## config.mk

```make
export PLATFORM = sky130hd
export DESIGN_NAME = flash_access_arbiter_flat
export DESIGN_NICKNAME = d
export VERILOG_FILES = /design/src/rtl/flash_access_arbiter_if.sv /design/src/rtl/flash_access_arbiter.sv /design/src/flat_wrapper.sv
export SDC_FILE = /design/constraint.sdc
export NUM_CORES = 1
export LEC_CHECK = 0
export BUFFER_PORTS_ARGS = -buffer_cell sky130_fd_sc_hd__buf_2
export CORE_UTILIZATION = 64
export DETAILED_ROUTE_END_ITERATION = 10
export PLACE_DENSITY = 0.91
export SKIP_LAST_GASP = 1
export SLEW_MARGIN = 20
export SYNTH_ARGS = -nofsm -noshare
export SYNTH_HDL_FRONTEND = slang
export SYNTH_SLANG_ARGS = --single-unit
```

## constraint.sdc

```tcl
create_clock -name iCLK -period 4.35 [get_ports iCLK]
set_input_delay 0.2175 -clock iCLK [delete_from_list [all_inputs] [get_ports iCLK]]
set_output_delay 0.2175 -clock iCLK [all_outputs]
set_load 0.01 [all_outputs]
```

## src/rtl/flash_access_arbiter_if.sv

```systemverilog
// rtl/flash_access_arbiter_if.sv - request, flash handshake and grant bundle for the flash access arbiter
interface flash_access_arbiter_if;
    logic [3:0] iREQ;
    logic       iFL_Start;
    logic       iFL_Ready;
    logic [1:0] oSelect;
    logic [3:0] oGNT;
    logic       oBusy;
    logic       oTimeout;

    // Arbiter side: consumes requests and flash status, drives select and grants
    modport slave (
        input  iREQ,
        input  iFL_Start,
        input  iFL_Ready,
        output oSelect,
        output oGNT,
        output oBusy,
        output oTimeout
    );

    // Requester / flash side
    modport master (
        output iREQ,
        output iFL_Start,
        output iFL_Ready,
        input  oSelect,
        input  oGNT,
        input  oBusy,
        input  oTimeout
    );
endinterface

```

## src/rtl/flash_access_arbiter.sv

```systemverilog
// rtl/flash_access_arbiter.sv - round-robin arbiter and sequencer for the shared 8-bit flash port
module flash_access_arbiter #(
    parameter int GUARD_CYCLES = 2,
    parameter int TIMEOUT      = 50000
) (
    input  logic                 iCLK,
    input  logic                 iRST_n,
    flash_access_arbiter_if.slave bus
);

    typedef enum logic [1:0] {
        IDLE    = 2'd0,
        SWITCH  = 2'd1,
        GRANT   = 2'd2,
        RELEASE = 2'd3
    } state_t;

    localparam logic [3:0]  GUARD_LOAD = 4'(GUARD_CYCLES);
    localparam logic [19:0] WDOG_LAST  = 20'(TIMEOUT - 1);

    state_t      state;
    logic [1:0]  last;
    logic [1:0]  winner;
    logic [3:0]  guardCnt;
    logic [19:0] wdogCnt;

    logic [1:0]  nextWinner;
    logic        anyReq;
    logic        completion;
    logic        wdogExpired;

    // Round-robin search: scan from the farthest slot to the nearest so the
    // requester closest after `last` overwrites the others and wins.
    always_comb begin
        logic [1:0] cand;
        nextWinner = last;
        cand       = last;
        for (int i = 3; i >= 0; i--) begin
            cand = last + 2'(i + 1);
            if (bus.iREQ[cand]) begin
                nextWinner = cand;
            end
        end
    end

    // The mux latches read data in the cycle start and ready coincide
    assign anyReq      = |bus.iREQ;
    assign completion  = bus.iFL_Start & bus.iFL_Ready;
    assign wdogExpired = (wdogCnt == WDOG_LAST);

    // Arbitration FSM with registered select, grant, busy and timeout outputs
    always_ff @(posedge iCLK or negedge iRST_n) begin
        if (!iRST_n) begin
            state        <= IDLE;
            last         <= 2'd3;
            winner       <= 2'd0;
            guardCnt     <= 4'd0;
            wdogCnt      <= 20'd0;
            bus.oSelect  <= 2'd0;
            bus.oGNT     <= 4'd0;
            bus.oBusy    <= 1'b0;
            bus.oTimeout <= 1'b0;
        end else begin
            bus.oTimeout <= 1'b0;
            case (state)
                IDLE: begin
                    if (anyReq) begin
                        winner      <= nextWinner;
                        bus.oSelect <= nextWinner;
                        guardCnt    <= GUARD_LOAD;
                        bus.oBusy   <= 1'b1;
                        state       <= SWITCH;
                    end
                end

                SWITCH: begin
                    // Requests may drop here; the grant is issued regardless
                    guardCnt <= guardCnt - 4'd1;
                    if (guardCnt <= 4'd1) begin
                        bus.oGNT <= 4'b0001 << winner;
                        last     <= winner;
                        wdogCnt  <= 20'd0;
                        state    <= GRANT;
                    end
                end

                GRANT: begin
                    if (winner == 2'd0) begin
                        // Host owns the flash for as long as it asks; erases are unbounded
                        if (!bus.iREQ[0]) begin
                            bus.oGNT <= 4'd0;
                            state    <= RELEASE;
                        end
                    end else if (completion) begin
                        // Completion beats a simultaneous watchdog expiry
                        bus.oGNT <= 4'd0;
                        state    <= RELEASE;
                    end else if (wdogExpired) begin
                        // Dropping select to 0 resets the mux read sequencer
                        bus.oTimeout <= 1'b1;
                        bus.oGNT     <= 4'd0;
                        bus.oSelect  <= 2'd0;
                        bus.oBusy    <= 1'b0;
                        wdogCnt      <= 20'd0;
                        state        <= IDLE;
                    end else begin
                        wdogCnt <= wdogCnt + 20'd1;
                    end
                end

                RELEASE: begin
                    // Hold select until the controller has dropped start
                    if (!bus.iFL_Start) begin
                        if (anyReq) begin
                            winner      <= nextWinner;
                            bus.oSelect <= nextWinner;
                            guardCnt    <= GUARD_LOAD;
                            state       <= SWITCH;
                        end else begin
                            bus.oSelect <= 2'd0;
                            bus.oBusy   <= 1'b0;
                            state       <= IDLE;
                        end
                    end
                end

                default: begin
                    bus.oGNT    <= 4'd0;
                    bus.oSelect <= 2'd0;
                    bus.oBusy   <= 1'b0;
                    state       <= IDLE;
                end
            endcase
        end
    end

endmodule

```

## src/flat_wrapper.sv

```systemverilog
// flat-port wrapper written by rule: the top's interface ports become plain ports
module flash_access_arbiter_flat 
#(
    parameter int GUARD_CYCLES = 2,
    parameter int TIMEOUT      = 50000
)
  (iCLK, iRST_n, bus_iREQ, bus_iFL_Start, bus_iFL_Ready, bus_oSelect, bus_oGNT, bus_oBusy, bus_oTimeout);
  flash_access_arbiter_if bus_i ();
  input  logic iCLK;
  input  logic iRST_n;
  input wire logic [$bits(bus_i.iREQ)-1:0] bus_iREQ;
  input wire logic [$bits(bus_i.iFL_Start)-1:0] bus_iFL_Start;
  input wire logic [$bits(bus_i.iFL_Ready)-1:0] bus_iFL_Ready;
  output wire logic [$bits(bus_i.oSelect)-1:0] bus_oSelect;
  output wire logic [$bits(bus_i.oGNT)-1:0] bus_oGNT;
  output wire logic [$bits(bus_i.oBusy)-1:0] bus_oBusy;
  output wire logic [$bits(bus_i.oTimeout)-1:0] bus_oTimeout;
  assign bus_i.iREQ = bus_iREQ;
  assign bus_i.iFL_Start = bus_iFL_Start;
  assign bus_i.iFL_Ready = bus_iFL_Ready;
  assign bus_oSelect = bus_i.oSelect;
  assign bus_oGNT = bus_i.oGNT;
  assign bus_oBusy = bus_i.oBusy;
  assign bus_oTimeout = bus_i.oTimeout;
  flash_access_arbiter #(.GUARD_CYCLES(GUARD_CYCLES), .TIMEOUT(TIMEOUT)) u_core (.iCLK(iCLK), .iRST_n(iRST_n), .bus(bus_i));
endmodule
```

==> qor.yml <==
clock_tree:
  cts_setup_buffers: 0
  htree_levels: 2
  cts_max_path_buffers: 2
  clkSlewWorstSetupHoldPaths_ns: 0.12
  cts-buffers-inserted: 5
  clk_latency_ns: 0.37
  root_buffer: "clkbuf_4"
  cts_tree: "yes"
  clkSinkCount: 38
setup_path:
  reg2reg_to: "u_core.wdogCnt[15]$_DFFE_PN0P_"
  crit_fanout: 15
  reg2reg_depth: 6
  worstPathArrival_ns: 2.57
  worst-setup-path-type: "reg2reg"
  critPathSlowestCell: "a21oi_2"
  cp_data_required_time_ns: 4.65
  timing.rr.start: "u_core.wdogCnt[0]$_DFFE_PN0P_"
  slowest_delay_ns: 0.60
  critPathCaptureType: "flop"
  crit_chain: "ha_1, and3_1, and4_1, a21oi_2, a31oi_1, a31oi_1"
  worst_setup_path_start_kind: "flop"
  crit_top_cell: "a31oi_1"
  r2r_setup_slack_ns: 2.08
sta:
  finalHoldViolCount: 0
  tightestPinTransition_ns: 0.843
  fin_crit_sh: 0.522
  setup-tns-final_ns: 0
  period_minus_slack_ns: 2.27
  skew_ns: 0.0133
  relSlewSlack: 0.433
  setup_viol: 0
  slew_viol_final: 0
  max_freq_mhz: 440
  grt_setup_unrepaired: "no"
power_and_ir_drop:
  power_uw: 1310
  p_seq_frac: 0.409
  switching_share: 0.438
  leakagePower_uw: 0.000983
  p_clk_frac: 0.152
  ir_drop_uv: 400
  intPower_uw: 734
  combPwrFrac: 0.438
  switchingPower_uw: 572
  powerDensity_mw_per_mm2: 555
hold_path:
  worstHoldPathCells: 3
  hp-class: "in2reg"
  min_delay_worst_endpoint: "u_core.winner[1]$_DFFE_PN0P_"
  hp-start: "bus_iREQ[2]"
floorplan:
  row_count: 20
  io_pins: 16
  die_x_um: 60.6
  die_h_um: 60.6
  start_util: 0.696
  dieArea_sq_mm: 0.00367
  coreArea_sq_mm: 0.00315
logic_synthesis:
  synth_fp_nets: 260
  synth_seq_cells: 38
  netlist_instances: 249
  synth-main-ff-cell: "dfrtp_1"
  synthesis.area_sq_mm: 0.00219
  ys_seq_area_frac: 0.434
  ys.warnings.count: 0
  async_reset_ff_frac: 1.00
  synth-edff-count: 0
  syn_area_per_cell_sq_um: 8.81
  yosysUniqueCellTypes: 57
cells_and_area:
  drive_above_1_share: 0.129
  fin_util: 0.746
  antennaDiodeCount: 0
  area_growth_pct: 7.24
  fin_nets: 274
routing:
  ant_nets: 0
  wl_per_cell_um: 15.8
  num_vias: 2004
  first_pass_iters: 7
  via_per_inst: 6.51
  drt_drc_violations_left: 0
  drt-total-wl_um: 4860
  initialDrtViolationCount: 173
global_route:
  grt.overflow.total: 0
  grt_pass1_wl_um: 8170
  antenna_found_initial: 0
  track_usage: 0.303
  grt_pass1_vias: 1862
  grt_start_max_net_pins: 39
placement:
  port_buffers: 15
  place.gp.congestion: 0.863
  dpl.hpwl_um: 3330
run:
  drv_cap: 0
run_status:
  status: "finished, final reports clean"
==> state kept, by name (all words and copies together) (netlist names) <==
register	flops
u_core.bus.oGNT	4
u_core.last	2
u_core.winner	2
u_core.guardCnt	4
u_core.bus.oSelect	2
u_core.bus.oTimeout	1
u_core.bus.oBusy	1
u_core.wdogCnt	20
u_core.state	2
==> cell usage in the layout (no fill, tap or decap), types with 3 or more instances in the layout <==
master / count
nand2_1: 40
nor2_1: 18
a22o_1: 3
buf_2: 15
nand3_1: 10
a22oi_1: 3
a31oi_1: 12
a21oi_1: 11
o22ai_1: 5
inv_1: 10
a21o_1: 3
dfrtp_1: 36
ha_1: 3
nand4_1: 5
nor3_1: 6
nor4_1: 7
clkbuf_4: 5
o21ai_0: 17
nand2b_1: 5
==> layout make-up <==
class / count / area (sq um)
clock buffer: 7 / 55.1
clock inverter: 1 / 5.00
fill: 233 / 800
sequential: 38 / 953
multi-input combinational: 192 / 1160
inverter: 10 / 37.5
tap: 44 / 55.1
timing repair buffer: 16 / 85.1
==> worst max-delay path by stage <==
stage / endpoint / start / slack [ns] / cells past startpoint
after floorplan: u_core.wdogCnt[7]$_DFFE_PN0P_ / u_core.wdogCnt[0]$_DFFE_PN0P_ / 2.52 / 7
after global placement: u_core.wdogCnt[12]$_DFFE_PN0P_ / u_core.guardCnt[0]$_DFFE_PN0P_ / 2.10 / 7
after detailed placement: u_core.wdogCnt[12]$_DFFE_PN0P_ / u_core.guardCnt[0]$_DFFE_PN0P_ / 2.03 / 7
after CTS: u_core.wdogCnt[12]$_DFFE_PN0P_ / u_core.guardCnt[0]$_DFFE_PN0P_ / 2.00 / 7
after global routing: u_core.wdogCnt[15]$_DFFE_PN0P_ / u_core.wdogCnt[0]$_DFFE_PN0P_ / 1.98 / 6
final: u_core.wdogCnt[15]$_DFFE_PN0P_ / u_core.wdogCnt[0]$_DFFE_PN0P_ / 2.08 / 6
==> cells by family (layout without fill, tap and decap cells) <==
| kind of cell | after synthesis | count (layout) | synth area share |
|---|---|---|---|
| flip-flops | 38 | 38 | 0.434 |
| adder cells (fa/ha/maj) | 3 | 3 | 0.0171 |
| AND/OR/NAND/NOR | 104 | 104 | 0.232 |
| buffers and inverters | 19 | 34 | 0.0388 |
| multiplexers | 1 | 1 | 0.00456 |
| AO/OA/AOI/OAI | 82 | 82 | 0.265 |
| XOR/XNOR | 2 | 2 | 0.00798 |
==> layer usage <==
layer / wire (um) / track usage
met1: 2290 / 0.418
met2: 2190 / 0.457
met3: 321 / 0.0853
met4: 60 / 0.114
met5: 0 / 0
==> synthesized netlist by cell type (all sizes together), types with 2 or more instances <==
| master | instances | area (sq um) |
|---|---|---|
| o21ai | 18 | 90.1 |
| inv | 10 | 37.5 |
| a21oi | 13 | 80.1 |
| o31ai | 2 | 15.0 |
| a21o | 3 | 22.5 |
| nand2b | 5 | 31.3 |
| nor2 | 19 | 73.8 |
| o41ai | 2 | 25.0 |
| o22ai | 6 | 51.3 |
| nor2b | 2 | 12.5 |
| nor4 | 8 | 56.3 |
| a311oi | 2 | 17.5 |
| nand4 | 5 | 31.3 |
| nand2 | 41 | 161 |
| a22oi | 3 | 22.5 |
| dfstp | 2 | 52.6 |
| clkbuf | 5 | 21.3 |
| or2 | 2 | 12.5 |
| dfrtp | 36 | 901 |
| a2bb2oi | 2 | 17.5 |
| ha | 3 | 37.5 |
| a32o | 2 | 20.0 |
| a31oi | 12 | 75.1 |
| nor3 | 6 | 30.0 |
| a22o | 3 | 26.3 |
| buf | 4 | 26.3 |
| o2bb2ai | 2 | 17.5 |
| nand3 | 10 | 50.1 |
| a211o | 2 | 17.5 |
| a211oi | 2 | 15.0 |
| xor2 | 2 | 17.5 |
==> repair_timing <==
| action | in CTS | in global routing |
|---|---|---|
| hold endpoints to repair | 36 | 0 |
| resized for setup | 0 | 0 |
| hold buffers | 1 | 0 |
==> power groups by stage <==
stage,combinational [uW],sequential (uW),clock (uW)
6_report,572,534,199
5_1_grt,643,549,211
4_1_cts,557,531,200
3_5_place_dp,551,538,0
3_3_place_gp,537,536,0
2_1_floorplan,456,507,0
==> stage by stage <==
stage               hold slack, ns  std cells  worst slack [ns]  instance area, sq um
floorplan                  -0.0781        249              2.52                  2190
global placement             0.355        299              2.10                  2280
detailed placement           0.358        299              2.03                  2280
global route                 0.308        308              1.98                  2350
CTS                          0.257        308              2.00                  2350
finish                       0.268        308              2.08                  2350
==> critical path, delay by kind of cell, from the launching register on <==
family / cells / cell delay [ns]
flops: 1 / 0.45
compound gates: 3 / 0.98
fa+ha+maj: 1 / 0.27
simple gates: 2 / 0.50
Note: power is estimated with default switching activity, not from simulation.
